`src/rtl/wvb_rd_ctrl_pkg.sv`:
```
// Shared types and sizing helpers for the waveform-buffer read sequencer.
// Latency: n/a (types and constant functions only).
// Backpressure: n/a.
package wvb_rd_ctrl_pkg;

    typedef enum logic [2:0] {
        S_IDLE,
        S_POP,
        S_CAPT,
        S_HDR,
        S_READ,
        S_DRAIN
    } rd_state_t;

    localparam int HDR_START_LSB = 0;

    function automatic int hdr_stop_lsb(input int adr_w);
        return adr_w;
    endfunction

    // Room for every word that can be in the read pipeline plus the output head.
    function automatic int skid_depth(input int rd_lat);
        return rd_lat + 2;
    endfunction

endpackage

```
`src/rtl/wvb_skid_fifo.sv`:
```
// Register-based shift FIFO; entry 0 is the registered head driven straight out.
// Latency: push visible at head the cycle after the write.
// Backpressure: head held while pop_rdy=0; caller must never push when full.
module wvb_skid_fifo #(
    parameter int P_WIDTH = 8,
    parameter int P_DEPTH = 4,
    parameter int P_CNT_W = $clog2(P_DEPTH + 1)
) (
    input  logic               clk,
    input  logic               rst_n,
    input  logic               push_vld,
    input  logic [P_WIDTH-1:0] push_dat,
    input  logic               pop_rdy,
    output logic               head_vld,
    output logic [P_WIDTH-1:0] head_dat,
    output logic [P_CNT_W-1:0] occ
);

    logic [P_WIDTH-1:0] mem_q [P_DEPTH];
    logic [P_WIDTH-1:0] mem_d [P_DEPTH];
    logic [P_CNT_W-1:0] cnt_q, cnt_d;
    logic               pop;
    int                 wr_idx;

    assign head_vld = (cnt_q != '0);
    assign head_dat = mem_q[0];
    assign occ      = cnt_q;
    assign pop      = head_vld && pop_rdy;

    always_comb begin
        mem_d  = mem_q;
        cnt_d  = cnt_q;
        wr_idx = pop ? int'(cnt_q) - 1 : int'(cnt_q);
        if (pop) begin
            for (int i = 0; i < P_DEPTH - 1; i++) begin
                mem_d[i] = mem_q[i + 1];
            end
            cnt_d = cnt_q - P_CNT_W'(1);
        end
        if (push_vld) begin
            for (int i = 0; i < P_DEPTH; i++) begin
                if (i == wr_idx) begin
                    mem_d[i] = push_dat;
                end
            end
            cnt_d = cnt_d + P_CNT_W'(1);
        end
    end

    always_ff @(posedge clk or negedge rst_n) begin
        if (!rst_n) begin
            for (int i = 0; i < P_DEPTH; i++) begin
                mem_q[i] <= '0;
            end
            cnt_q <= '0;
        end else begin
            mem_q <= mem_d;
            cnt_q <= cnt_d;
        end
    end

endmodule

```
`src/rtl/wvb_rd_ctrl.sv`:
```
// Pops one waveform header, presents it, then streams buffer words start..stop (wrapping).
// Latency: first word out_valid P_RD_LATENCY+1 cycles after the first address issue.
// Backpressure: addresses issued only while skid occupancy + reads in flight < depth.
module wvb_rd_ctrl
    import wvb_rd_ctrl_pkg::*;
#(
    parameter int P_DATA_WIDTH = 170,
    parameter int P_ADR_WIDTH  = 9,
    parameter int P_HDR_WIDTH  = 102,
    parameter int P_RD_LATENCY = 2
) (
    input  logic                    clk,
    input  logic                    rst_n,
    input  logic                    en,
    input  logic                    hdr_empty,
    input  logic [P_HDR_WIDTH-1:0]  hdr_data,
    output logic                    hdr_rdreq,
    output logic [P_ADR_WIDTH-1:0]  wvb_rd_addr,
    input  logic [P_DATA_WIDTH-1:0] wvb_data,
    output logic [P_HDR_WIDTH-1:0]  out_hdr,
    output logic                    out_hdr_valid,
    input  logic                    out_hdr_ready,
    output logic [P_DATA_WIDTH-1:0] out_data,
    output logic                    out_valid,
    input  logic                    out_ready,
    output logic                    out_last,
    output logic                    busy
);

    localparam int DEPTH    = skid_depth(P_RD_LATENCY);
    localparam int CNT_W    = $clog2(DEPTH + 1);
    localparam int REM_W    = P_ADR_WIDTH + 1;
    localparam int STOP_LSB = hdr_stop_lsb(P_ADR_WIDTH);
    localparam logic [CNT_W:0] DEPTH_V = (CNT_W + 1)'(DEPTH);

    rd_state_t               state_q, state_d;
    logic [P_HDR_WIDTH-1:0]  hdr_q, hdr_d;
    logic [P_ADR_WIDTH-1:0]  addr_q, addr_d;
    logic [REM_W-1:0]        remain_q, remain_d;
    logic [P_RD_LATENCY-1:0] pipe_vld_q, pipe_vld_d;
    logic [P_RD_LATENCY-1:0] pipe_last_q, pipe_last_d;
    logic [CNT_W-1:0]        fifo_occ;
    logic [CNT_W-1:0]        inflight;
    logic [P_DATA_WIDTH:0]   fifo_head;
    logic                    fifo_head_vld;
    logic                    issue;
    logic                    issue_last;
    logic                    drained;

    always_comb begin
        inflight = '0;
        for (int i = 0; i < P_RD_LATENCY; i++) begin
            inflight = inflight + CNT_W'(pipe_vld_q[i]);
        end
    end

    assign issue      = (state_q == S_READ) && (({1'b0, fifo_occ} + {1'b0, inflight}) < DEPTH_V);
    assign issue_last = (remain_q == REM_W'(1));
    // The last word may leave this very cycle, which lets DRAIN->IDLE overlap its handshake.
    assign drained    = (pipe_vld_q == '0) &&
                        ((fifo_occ == '0) || ((fifo_occ == CNT_W'(1)) && out_ready));

    always_comb begin
        pipe_vld_d     = '0;
        pipe_last_d    = '0;
        pipe_vld_d[0]  = issue;
        pipe_last_d[0] = issue && issue_last;
        for (int i = 1; i < P_RD_LATENCY; i++) begin
            pipe_vld_d[i]  = pipe_vld_q[i - 1];
            pipe_last_d[i] = pipe_last_q[i - 1];
        end
    end

    always_comb begin
        state_d       = state_q;
        hdr_d         = hdr_q;
        addr_d        = addr_q;
        remain_d      = remain_q;
        hdr_rdreq     = 1'b0;
        out_hdr_valid = 1'b0;
        case (state_q)
            S_IDLE:  if (en && !hdr_empty) state_d = S_POP;
            S_POP: begin
                hdr_rdreq = 1'b1;
                state_d   = S_CAPT;
            end
            S_CAPT: begin
                hdr_d    = hdr_data;
                addr_d   = hdr_data[HDR_START_LSB +: P_ADR_WIDTH];
                remain_d = {1'b0, hdr_data[STOP_LSB +: P_ADR_WIDTH] -
                                  hdr_data[HDR_START_LSB +: P_ADR_WIDTH]} + REM_W'(1);
                state_d  = S_HDR;
            end
            S_HDR: begin
                out_hdr_valid = 1'b1;
                if (out_hdr_ready) state_d = S_READ;
            end
            S_READ: begin
                if (issue) begin
                    addr_d   = addr_q + P_ADR_WIDTH'(1);
                    remain_d = remain_q - REM_W'(1);
                    if (issue_last) state_d = S_DRAIN;
                end
            end
            S_DRAIN: if (drained) state_d = S_IDLE;
            default: state_d = S_IDLE;
        endcase
    end

    always_ff @(posedge clk or negedge rst_n) begin
        if (!rst_n) begin
            state_q     <= S_IDLE;
            hdr_q       <= '0;
            addr_q      <= '0;
            remain_q    <= '0;
            pipe_vld_q  <= '0;
            pipe_last_q <= '0;
        end else begin
            state_q     <= state_d;
            hdr_q       <= hdr_d;
            addr_q      <= addr_d;
            remain_q    <= remain_d;
            pipe_vld_q  <= pipe_vld_d;
            pipe_last_q <= pipe_last_d;
        end
    end

    wvb_skid_fifo #(
        .P_WIDTH (P_DATA_WIDTH + 1),
        .P_DEPTH (DEPTH),
        .P_CNT_W (CNT_W)
    ) u_skid (
        .clk      (clk),
        .rst_n    (rst_n),
        .push_vld (pipe_vld_q[P_RD_LATENCY-1]),
        .push_dat ({pipe_last_q[P_RD_LATENCY-1], wvb_data}),
        .pop_rdy  (out_ready),
        .head_vld (fifo_head_vld),
        .head_dat (fifo_head),
        .occ      (fifo_occ)
    );

    assign wvb_rd_addr = addr_q;
    assign out_hdr     = hdr_q;
    assign out_valid   = fifo_head_vld;
    assign out_data    = fifo_head[P_DATA_WIDTH-1:0];
    assign out_last    = fifo_head_vld && fifo_head[P_DATA_WIDTH];
    assign busy        = (state_q != S_IDLE);

endmodule

```
`config.mk`:
```
export PLATFORM = sky130hd
export DESIGN_NAME = wvb_rd_ctrl
export DESIGN_NICKNAME = d
export VERILOG_FILES = /design/src/rtl/wvb_rd_ctrl_pkg.sv /design/src/rtl/wvb_skid_fifo.sv /design/src/rtl/wvb_rd_ctrl.sv
export SDC_FILE = /design/constraint.sdc
export NUM_CORES = 1
export LEC_CHECK = 0
export ABC_AREA = 0
export ABC_CLOCK_PERIOD_IN_PS = 2990
export BUFFER_PORTS_ARGS = -buffer_cell sky130_fd_sc_hd__buf_2
export CAP_MARGIN = 10
export CORE_MARGIN = 8
export CORE_UTILIZATION = 50
export DETAILED_ROUTE_END_ITERATION = 12
export PLACE_DENSITY = 0.72
export SLEW_MARGIN = 20
export SYNTH_ARGS = -nofsm -noshare
export SYNTH_HDL_FRONTEND = slang
export SYNTH_SLANG_ARGS = --single-unit
```
`constraint.sdc`:
```
create_clock -name clk -period 2.99 [get_ports clk]
set_input_delay 0.1495 -clock clk [delete_from_list [all_inputs] [get_ports clk]]
set_output_delay 0.1495 -clock clk [all_outputs]
set_load 0.1 [all_outputs]
```
==> results.md, run 1 <==
* WHS at 0.0650 ns
* Slew margin rel. at 20.7%
* Kind of critical path: flop to flop
* Antenna viol nets, final at 0
* Data arrival, critical path at 3.17 ns
* Gr busiest metal: met2
* Pin count of the biggest net entering global routing at 218
* #FFs+latches synth at between 800 and 900
* F_max at approximately 0.37 GHz
* Sum Neg Setup Slack at 0 ns
* RePlAce Congestion at 0.807
* Multi-input logic area at 13500 um^2
* # fillers at 5693
* GR Util met2 at between 30% and 40%
* Max Root-Sink Buffers at 3
* RSZ-0062 raised after global routing: false
* Routed wire length at 102 mm
* Clock Skews at about 0.040 ns
* CTS Buf Count at 85
* First-pass GRT wire length at 165 mm
* Slowest-stage cell, CP: dfrtp_1
* Via count at 30635
* Total grt overflow at 0
* Worst EP required at 3.49 ns
* Synth area leaders: dfrtp_1 56%, nand2_1 14%, a31oi_1 8.9%, nor2_1 5.6%, buf_4 3.5%
* Max incr delay on CP at approximately 0.41 ns
* Setup violation total in the final timing report at 0
* Synth cell count leaders: 1339 x nand2_1, 815 x dfrtp_1, 545 x nor2_1, 517 x a31oi_1, 183 x clkbuf_1
* Initial antenna violation count at 8
* # nets final at 4889
* M1 GR Usage at a little under a third
* Max-slew violation count at 0
* HP Class: input pin to flop
* # Max-Cap Violations at 0
* GR Util All Layers at 24.2%
* Vias in the first global route at around 30000
* Port bufs at around 560
* Die width at 286 um
* Top cell type's share of synthesized area at 56.1%
* Core Area at 72500 um^2
* Residual DRC at 0
* Height of the chip at 286 um
* Die area at 81600 um^2
* Initial Utilization at around half
* Router iterations before antenna repair at 6
* Reg clk slew, reported paths at 0.06 ns
* Post-synth ARST share at 100%
* Synthesized instance count at 4023
* Count leader, synth: nand2_1
* Syn avg cell area at about 9 um^2
* Worst skew pair latency at 0.63 ns
* Register area at between 20000 and 25000 um^2
* Syn nets at between 4000 and 5000
* Share of cells above drive strength 1 at 19.0%
* Maximum VDD drop at 0.00130 V
* Synth Flop Type: dfrtp_1
* Site Rows at 99
* Register area share after synthesis at 56.1%
* Iter 0 DRT Violations at 2443
* CTS tree: built
* DP HPWL at 63.1 mm
* Met3 Resource Use GR at 5.96%
* CP max FO at 27
* Fin crit period at between 2 and 3 ns
* Post-DR vias/cell at 5.45
* Leak at about 0.022 uW
* Ys Warns at 0
* Pwr dens at 994 nW/um^2
* Worst-path cell chain: inv_1 > ha_1 > nand2b_4 > and2_4 > xnor2_1 > inv_1 > ha_1 > nand3_4 > buf_12 > buf_12 > mux2_1
* I/O pins at 564
* Crit end category: flop
* Placement-stage worst setup slack at approximately 0.12 ns
* Worst setup SP type: flop
* H-tree levels at 3
* Clock root cell: clkbuf_16
* Post-synth EDFFs at 0
* Status: completed
* Clock sink count at 815
* Tcrit/Tclk final at 89.4%
* Hold Fails Final Rpt at 0
* Synth area leader: dfrtp_1
* Synth cell types at 47
* Tightest Pin Transition at approximately 1.2 ns
* Wire length per cell at 18.1 um
* Post-synth design cell area at 36400 um^2
* Layout area overhead at 23.3%
* Final worst slack at 0.315 ns
[layer usage]
metal  vias up  wire length (um)
met3       248              7450
met5         -                24
li1      14294                 -
met1     14909             42300
met2      1180             48500
met4         4              3620
[stage by stage]
stage                     util, %  cell area (um^2)  instances  total power [uW]
final                        61.9             44800       5626             44600
after global routing         61.9             44800       5621             46800
after global placement       53.9             39100       5183             32900
after floorplan                 -             36400       4023             29700
after detailed placement     53.9             39100       5183             33300
after CTS                    61.8             44800       5613             44600
[report_power, final]
group / switching [uW] / leakage (uW) / total [uW] / internal, uW
clock network: 4590 / 0.00141 / 10900 / 6310
registers: 2020 / 0.0110 / 16600 / 14600
logic: 13100 / 0.00981 / 17100 / 4030
total: 19700 / 0.0223 / 44600 / 24900
[layout make-up]
class / count / share of cell area, %
antenna: 9 / 0.0502
tap: 959 / 2.68
inverter: 19 / 0.159
sequential: 815 / 45.5
clock inverter: 40 / 1.14
multi-input combinational: 2742 / 30.1
timing repair buffer: 927 / 15.0
clock buffer: 115 / 5.36
[kinds of logic after synthesis]
kind of cell | after synthesis | share of synthesized area (%)
AND/OR/NAND/NOR | 1930 | 20.2
buffers and inverters | 466 | 7.00
XOR/XNOR | 18 | 0.433
AO/OA/AOI/OAI | 602 | 10.2
flip-flops | 815 | 56.1
multiplexers | 171 | 5.29
adder cells (fa/ha/maj) | 21 | 0.743
[flip-flops by register name (all words and copies together), names as in the netlist]
name / count
pipe_vld_q: 2
out_hdr: 102
u_skid.occ: 3
u_skid.head_dat: 171
wvb_rd_addr: 9
remain_q: 10
pipe_last_q: 2
state_q: 3
u_skid.mem_q: 513
[path summary, 6_finish.rpt]
kind	startpoint	slack [ns]	cells past startpoint	to
max	u_skid.occ[1]	0.32	11	u_skid.mem_q[96]
min	hdr_empty	0.06	5	state_q[0]
max reg2reg	u_skid.occ[1]	0.32	11	u_skid.mem_q[96]
min reg2reg	pipe_last_q[0]	0.37	0	pipe_last_q[1]
max in group asynchronous	rst_n	1.68	3	u_skid.mem_q[193]
min in group asynchronous	rst_n	0.21	2	out_hdr[87]
[cell usage in the layout, fill, tap and decap left out, types with 4 or more instances in the layout]
master         count
a31oi_1          517
dlygate4sd3_1    275
bufinv_16          7
diode_2            9
dfrtp_1          815
nor2_1           545
xnor2_1           10
mux2_2            81
nand3_4            4
inv_1             19
a21oi_1           28
clkinv_2          19
o21ai_0           36
buf_12            39
ha_1              20
clkbuf_8          14
buf_4             50
clkinvlp_4         7
clkbuf_16         86
xor2_1             8
nand2b_1           5
mux2_1            90
clkbuf_1          15
nor3_1             8
nand2_1         1337
nand3_1            9
buf_2            562
nor4_1             4
[critical path: cells and delay by family, from the launching register on]
family                   cells  cell delay [ns]
XOR/XNOR                     1             0.19
adder cells (fa/ha/maj)      2             0.49
buffers and inverters        4             0.66
flip-flops                   1             0.41
multiplexers                 1             0.35
AND/OR/NAND/NOR              3             0.41
[what timing repair did]
action                                  CTS  global route
gates resized for setup                   0             0
setup buffers                             0             4
endpoints found under the hold margin   858             0
hold buffers                            275             0
endpoints found under the setup margin    0            26
Power figures use the tool's default switching activity.
==> inputs of run 2 (changes only) <==
--- a/config.mk
+++ b/config.mk
@@ -12,7 +12,7 @@
 export CORE_MARGIN = 8
 export CORE_UTILIZATION = 50
 export DETAILED_ROUTE_END_ITERATION = 12
-export PLACE_DENSITY = 0.72
+export PLACE_DENSITY_LB_ADDON = 0.12
 export SLEW_MARGIN = 20
 export SYNTH_ARGS = -nofsm -noshare
 export SYNTH_HDL_FRONTEND = slang
==> run 2 against run 1 <==
Final cell count is 0.16% lower; clock-buffer cell count is 1 higher; routed wire length is 3.9% lower; total power is 1.4% lower; setup slack hardly changed; clock power hardly changed; global-route usage is 0.82 points lower; flip-flop and latch count stayed put; design area is 0.54% lower; combinational power hardly changed; maximum frequency hardly changed; sequential power hardly changed; largest power group unchanged.
==> results.md, run 2 (synthesized netlist as in run 1, its figures left out) <==
* Status: completed
* Crit end category: flop
* Worst R2R End: u_skid.head_dat[5]
* Setup violation total in the final timing report at 0
* Comb pwr share at 38.5%
* Flop pwr share at 37.5%
* First-pass GRT wire length at 160 mm
* Commonest non-fill, non-tap cell in the layout: nand2_1
* DP HPWL at 62.1 mm
* Placement-stage worst setup slack at approximately 0.34 ns
* HP Class: input pin to flop
* RePlAce Congestion at 0.826
* Worst-case reg-to-reg path depth at 8
* H-tree levels at 3
* Max Root-Sink Buffers at 3
* Clock root cell: clkbuf_16
* Post-CTS Setup Bufs at 0
* Final worst slack at 0.315 ns
* Router iterations before antenna repair at 6
* Tightest Pin Transition at 1.08 ns
* Residual DRC at 0
* Die area at 81600 um^2
* Maximum VDD drop at 0.00157 V
* Fin crit period at about 2.7 ns
* Data arrival, critical path at 3.20 ns
* Most frequent cells in the layout: 1337 x nand2_1, 815 x dfrtp_1, 562 x buf_2
* WHS Endpoint: state_q[0]
* Via count at 29635
* Initial Utilization at ~50%
* Routed wire length at 97.9 mm
* CP max FO at approximately 180
* Wire length per cell at ~17 um
* Worst EP required at 3.51 ns
* CTS Buf Count at 86
* Hold_sp: hdr_empty
* Layout area overhead at 22.6%
* Register area at 20400 um^2
* Sum Neg Setup Slack at 0 ns
* # Max-Cap Violations at 0
* Clock sink count at 815
* Design Area, Final at roughly 45000 um^2
* Die width at 286 um
* GR Util All Layers at between 20% and 30%
* Pwr dens at slightly below 1000 nW/um^2
* Largest register by flop count: u_skid.mem_q
* I/O pins at approximately 560
* Pin count of the biggest net entering global routing at 207
* Worst skew pair latency at 0.63 ns
* Share of cells above drive strength 1 at about a fifth
* Initial antenna violation count at 12
* Height of the chip at 286 um
* Iter 0 DRT Violations at 2324
* Pint at 24700 uW
* Max-slew violation count at 0
* Site Rows at 99
* F_max at 0.374 GHz
* Hold Path Cell Cnt at 5
* Hold Fails Final Rpt at 0
* # fillers at 6110
* Switching share of power at 43.8%
* NetSw at a little under 20000 uW
* Largest register FFs at 513
* Tcrit/Tclk final at 89.5%
* Post-DR vias/cell at 5.28
* Multi-input logic area at 13500 um^2
* Core Area at 72500 um^2
* CTS tree: built
* Worst setup SP type: flop
* Total grt overflow at 0
* Clock Power Share at 24.0%
* RSZ-0062 raised after global routing: false
* # nets final at roughly 4900
* Final design utilization at about three fifths
* Reg clk slew, reported paths at 0.06 ns
* Vias in the first global route at roughly 30000
* Kind of critical path: flop to flop
* Slew margin rel. at 28.1%
* Port bufs at between 500 and 600
* FF-to-FF setup slack at approximately 0.32 ns
* Antenna viol nets, final at 0
* Clock Skews at 0.0251 ns
* Leak at 0.0222 uW
* Reg2reg start: u_skid.occ[0]
* Placed inst area at between 30000 and 40000 um^2
run 2: changes by cell type in the layout (fill, tap and decap cells not counted), sizes merged:
cell / previous run / this run
buf: 652 / 645
bufinv: 7 / 5
clkinvlp: 7 / 4
inv: 20 / 21
clkbuf: 115 / 116
dlygate4sd3: 275 / 276
run 2: power by group through the flow:
stage | clock, uW | sequential, uW | combinational, uW
finish | 10600 | 16500 | 16900
global route | 11300 | 16900 | 18100
CTS | 10800 | 16400 | 17000
detailed placement | 0 | 16600 | 16700
global placement | 0 | 16500 | 16400
floorplan | 0 | 21400 | 8340
run 2: routing by layer:
metal / up-vias / share of wire [%] / GRT usage (%)
met5: - / 0.046 / 0
met4: 8 / 2.7 / 7.33
met3: 180 / 6.3 / 5.27
met2: 835 / 48 / 37.8
met1: 14319 / 43 / 31.5
li1: 14293 / - / -
run 2: area by class of cell:
cell class	count	area share, %
clock inverter	36	0.774
multi-input combinational	2742	30.3
clock buffer	116	5.44
timing repair buffer	921	14.9
inverter	19	0.160
antenna	9	0.0505
sequential	815	45.7
tap	959	2.69
run 2: how the worst max path moves through the flow:
| stage | from | to | slack, ns | cells past startpoint |
|---|---|---|---|---|
| finish | u_skid.occ[0] | u_skid.head_dat[5] | 0.32 | 8 |
| global route | u_skid.occ[1] | u_skid.mem_q[3] | 0.15 | 11 |
| CTS | u_skid.occ[1] | u_skid.mem_q[50] | 0.33 | 11 |
| detailed placement | u_skid.occ[1] | u_skid.mem_q[65] | 0.34 | 11 |
| global placement | hdr_data[9] | remain_q[7] | 0.38 | 12 |
| floorplan | state_q[2] | hdr_rdreq | 0.06 | 2 |
run 2: what timing repair did:
item | in CTS | in global routing
hold endpoints to repair | 855 | 0
hold buffers | 276 | 0
gates resized for setup | 0 | 0
setup endpoints to repair | 0 | 0
run 2: through the flow:
| stage | cells | total power [uW] | hold WS [ns] |
|---|---|---|---|
| global route | 5614 | 46300 | 0.0604 |
| global placement | 5180 | 32900 | 0.163 |
| detailed placement | 5180 | 33300 | 0.170 |
| floorplan | 4023 | 29700 | -0.146 |
| CTS | 5608 | 44300 | 0.00394 |
| finish | 5617 | 43900 | 0.0399 |
run 2: worst max-delay path: stages (launching register included):
cell      delay, ns
dfrtp_1        0.42
inv_1          0.12
ha_1           0.22
nand2b_4       0.09
nand2_4        0.11
buf_12         0.39
buf_12         0.48
nand2_1        0.15
a31oi_1        0.21
==> inputs of run 3 (changes only) <==
--- a/config.mk
+++ b/config.mk
@@ -13,6 +13,7 @@
 export CORE_UTILIZATION = 50
 export DETAILED_ROUTE_END_ITERATION = 12
 export PLACE_DENSITY_LB_ADDON = 0.12
+export RECOVER_POWER = 50
 export SLEW_MARGIN = 20
 export SYNTH_ARGS = -nofsm -noshare
 export SYNTH_HDL_FRONTEND = slang
==> run 3 against run 2 <==
Clock power is essentially flat; via count is essentially flat; total power down 0.36%; maximum frequency up 0.94%; core utilization decreased by 0.35 points; setup slack improved by 0.025 ns; highest routed layer unchanged; largest power group unchanged; sequential power about the same; critical path depth is the same; clock-buffer cell count did not move; the flow now finishes with violations (max-capacitance violations, max-slew violations); flip-flop and latch count stayed put.
==> results.md, run 3 (synthesized netlist as in run 1, its figures left out) <==
* Status: finished, violations left
* Failing checks: max-capacitance violations, max-slew violations
* Reg clk slew, reported paths at 0.06 ns
* Final design utilization at 61.2%
* GR Util met2 at 37.8%
* GR Util All Layers at 23.4%
* Crit end category: flop
* Max incr delay on CP at between 0.5 and 0.6 ns
* # nets final at 4884
* CP max FO at 184
* First-pass GRT wire length at 160 mm
* Residual DRC at 0
* Clock sink count at about 820
* # fillers at 6222
* Largest register FFs at 513
* Antenna viol nets, final at 0
* Fin crit period at 2.65 ns
* Post-DR vias/cell at roughly 5.3
* Core Area at 72500 um^2
* Slowest-stage cell, CP: buf_12
* Height of the chip at 286 um
* H-tree levels at 3
* Die width at 286 um
* Sum Neg Setup Slack at 0 ns
* Met3 Resource Use GR at around 5.3%
* RePlAce Congestion at approximately 0.83
* Worst-path cell chain: inv_1 > ha_1 > nand2b_4 > nand2_4 > buf_12 > buf_12 > nand2_1 > a31oi_1
* Total grt overflow at 0
* Design Area, Final at 44300 um^2
* Buf/Inv on CP at 3
* Hold_sp: hdr_empty
* Initial antenna violation count at 12
* Reg2reg start: u_skid.occ[0]
* Data arrival, critical path at 3.17 ns
* CTS tree: built
* Wire length per cell at 17.5 um
* Hold Fails Final Rpt at 0
* Placed inst area at about 39000 um^2
* Initial Utilization at 50.2%
* Router iterations before antenna repair at 6
* Setup violation total in the final timing report at 0
* Leak at 0.0216 uW
* Critical path launch point: u_skid.occ[0]
* CP most frequent cell: buf_12
* Cell family with the largest share of critical-path delay: buffers and inverters
* Clock root cell: clkbuf_16
* Via count at 29661
* Port bufs at 563
* Largest register by flop count: u_skid.mem_q
* Kind of critical path: flop to flop
* Max Root-Sink Buffers at 3
* Maximum VDD drop at 0.00159 V
* DP HPWL at 62.1 mm
* Share of cells above drive strength 1 at 15.8%
* # Max-Cap Violations at 1
* Routed wire length at 98.1 mm
* Post-CTS Setup Bufs at 0
* Pin count of the biggest net entering global routing at 207
* CTS Buf Count at 86
* Max-slew violation count at 61
* Worst setup SP type: flop
* Tightest Pin Transition at 1.95 ns
* HP Class: input pin to flop
* Worst EP required at 3.51 ns
* F_max at 0.377 GHz
* Layout area overhead at 21.9%
* M1 GR Usage at approximately a third
* Tcrit/Tclk final at 88.6%
* Worst skew pair latency at 0.63 ns
* Die area at 81600 um^2
* Iter 0 DRT Violations at about 2200
* Commonest non-fill, non-tap cell in the layout: nand2_1
* Gr busiest metal: met2
* Clock Skews at about 0.025 ns
* Pwr dens at 987 nW/um^2
* I/O pins at 564
* Site Rows at 99
* Vias in the first global route at 29214
* Most frequent cells in the layout: 1337 x nand2_1, 815 x dfrtp_1, 545 x nor2_1
* RSZ-0062 raised after global routing: false
* Slew margin rel. at -30.3%
run 3: cell types whose count changed in the layout (fill, tap and decap cells not counted):
cell      previous run  this run
clkbuf_1            15       155
buf_2              562       426
buf_4               48        37
clkbuf_2             0         8
buf_12              34        30
buf_6                0         3
buf_8                1         0
clkbuf_4             0         1
run 3: metrics by stage:
stage	instances	worst slack [ns]	power, uW	hold slack, ns
2_1_floorplan	4023	0.0643	29700	-0.146
3_3_place_gp	5180	0.377	32900	0.163
3_5_place_dp	5180	0.340	33300	0.170
4_1_cts	5608	0.329	44300	0.00394
5_1_grt	5614	0.0915	46100	0.0604
6_report	5617	0.340	43800	0.0418
run 3: timing repair:
action / 4_1_cts / 5_1_grt
endpoints found under the hold margin: 855 / 0
resized for setup: 0 / 0
hold buffers: 276 / 0
run 3: worst reg2reg max path, stage by stage, from the launching register on:
cell and delay, ns:
dfrtp_1 0.42, inv_1 0.12, ha_1 0.22, nand2b_4 0.09, nand2_4 0.11, buf_12 0.39
buf_12 0.52, nand2_1 0.49, a31oi_1 0.21
run 3: path summary, 6_finish.rpt:
kind | endpoint | slack, ns | cells past startpoint
worst max-delay path | u_skid.head_dat[5] | 0.34 | 8
worst min-delay path | state_q[0] | 0.04 | 5
worst max register to register | u_skid.head_dat[5] | 0.34 | 8
worst min register to register | pipe_last_q[1] | 0.38 | 0
max in group asynchronous | u_skid.mem_q[320] | 0.58 | 3
min in group asynchronous | u_skid.head_dat[113] | 0.58 | 2
run 3: area by class of cell:
class | instances | area [um^2] | share of cell area, %
sequential | 815 | 20400 | 46.0
inverter | 19 | 71.3 | 0.161
clock inverter | 36 | 345 | 0.779
multi-input combinational | 2742 | 13500 | 30.4
tap | 959 | 1200 | 2.71
timing repair buffer | 921 | 6380 | 14.4
clock buffer | 116 | 2430 | 5.47
antenna | 9 | 22.5 | 0.0508
run 3: metal layers:
| metal | up-vias | part of all wire [%] |
|---|---|---|
| met3 | 180 | 6.3 |
| met5 | - | 0.046 |
| met1 | 14336 | 43 |
| met4 | 8 | 2.7 |
| li1 | 14305 | - |
| met2 | 832 | 48 |
run 3: where the power goes:
part / internal, uW / switching (uW) / total (uW)
Clock: 6120 / 4430 / 10500
Combinational: 3840 / 12900 / 16700
Sequential: 14600 / 1930 / 16500
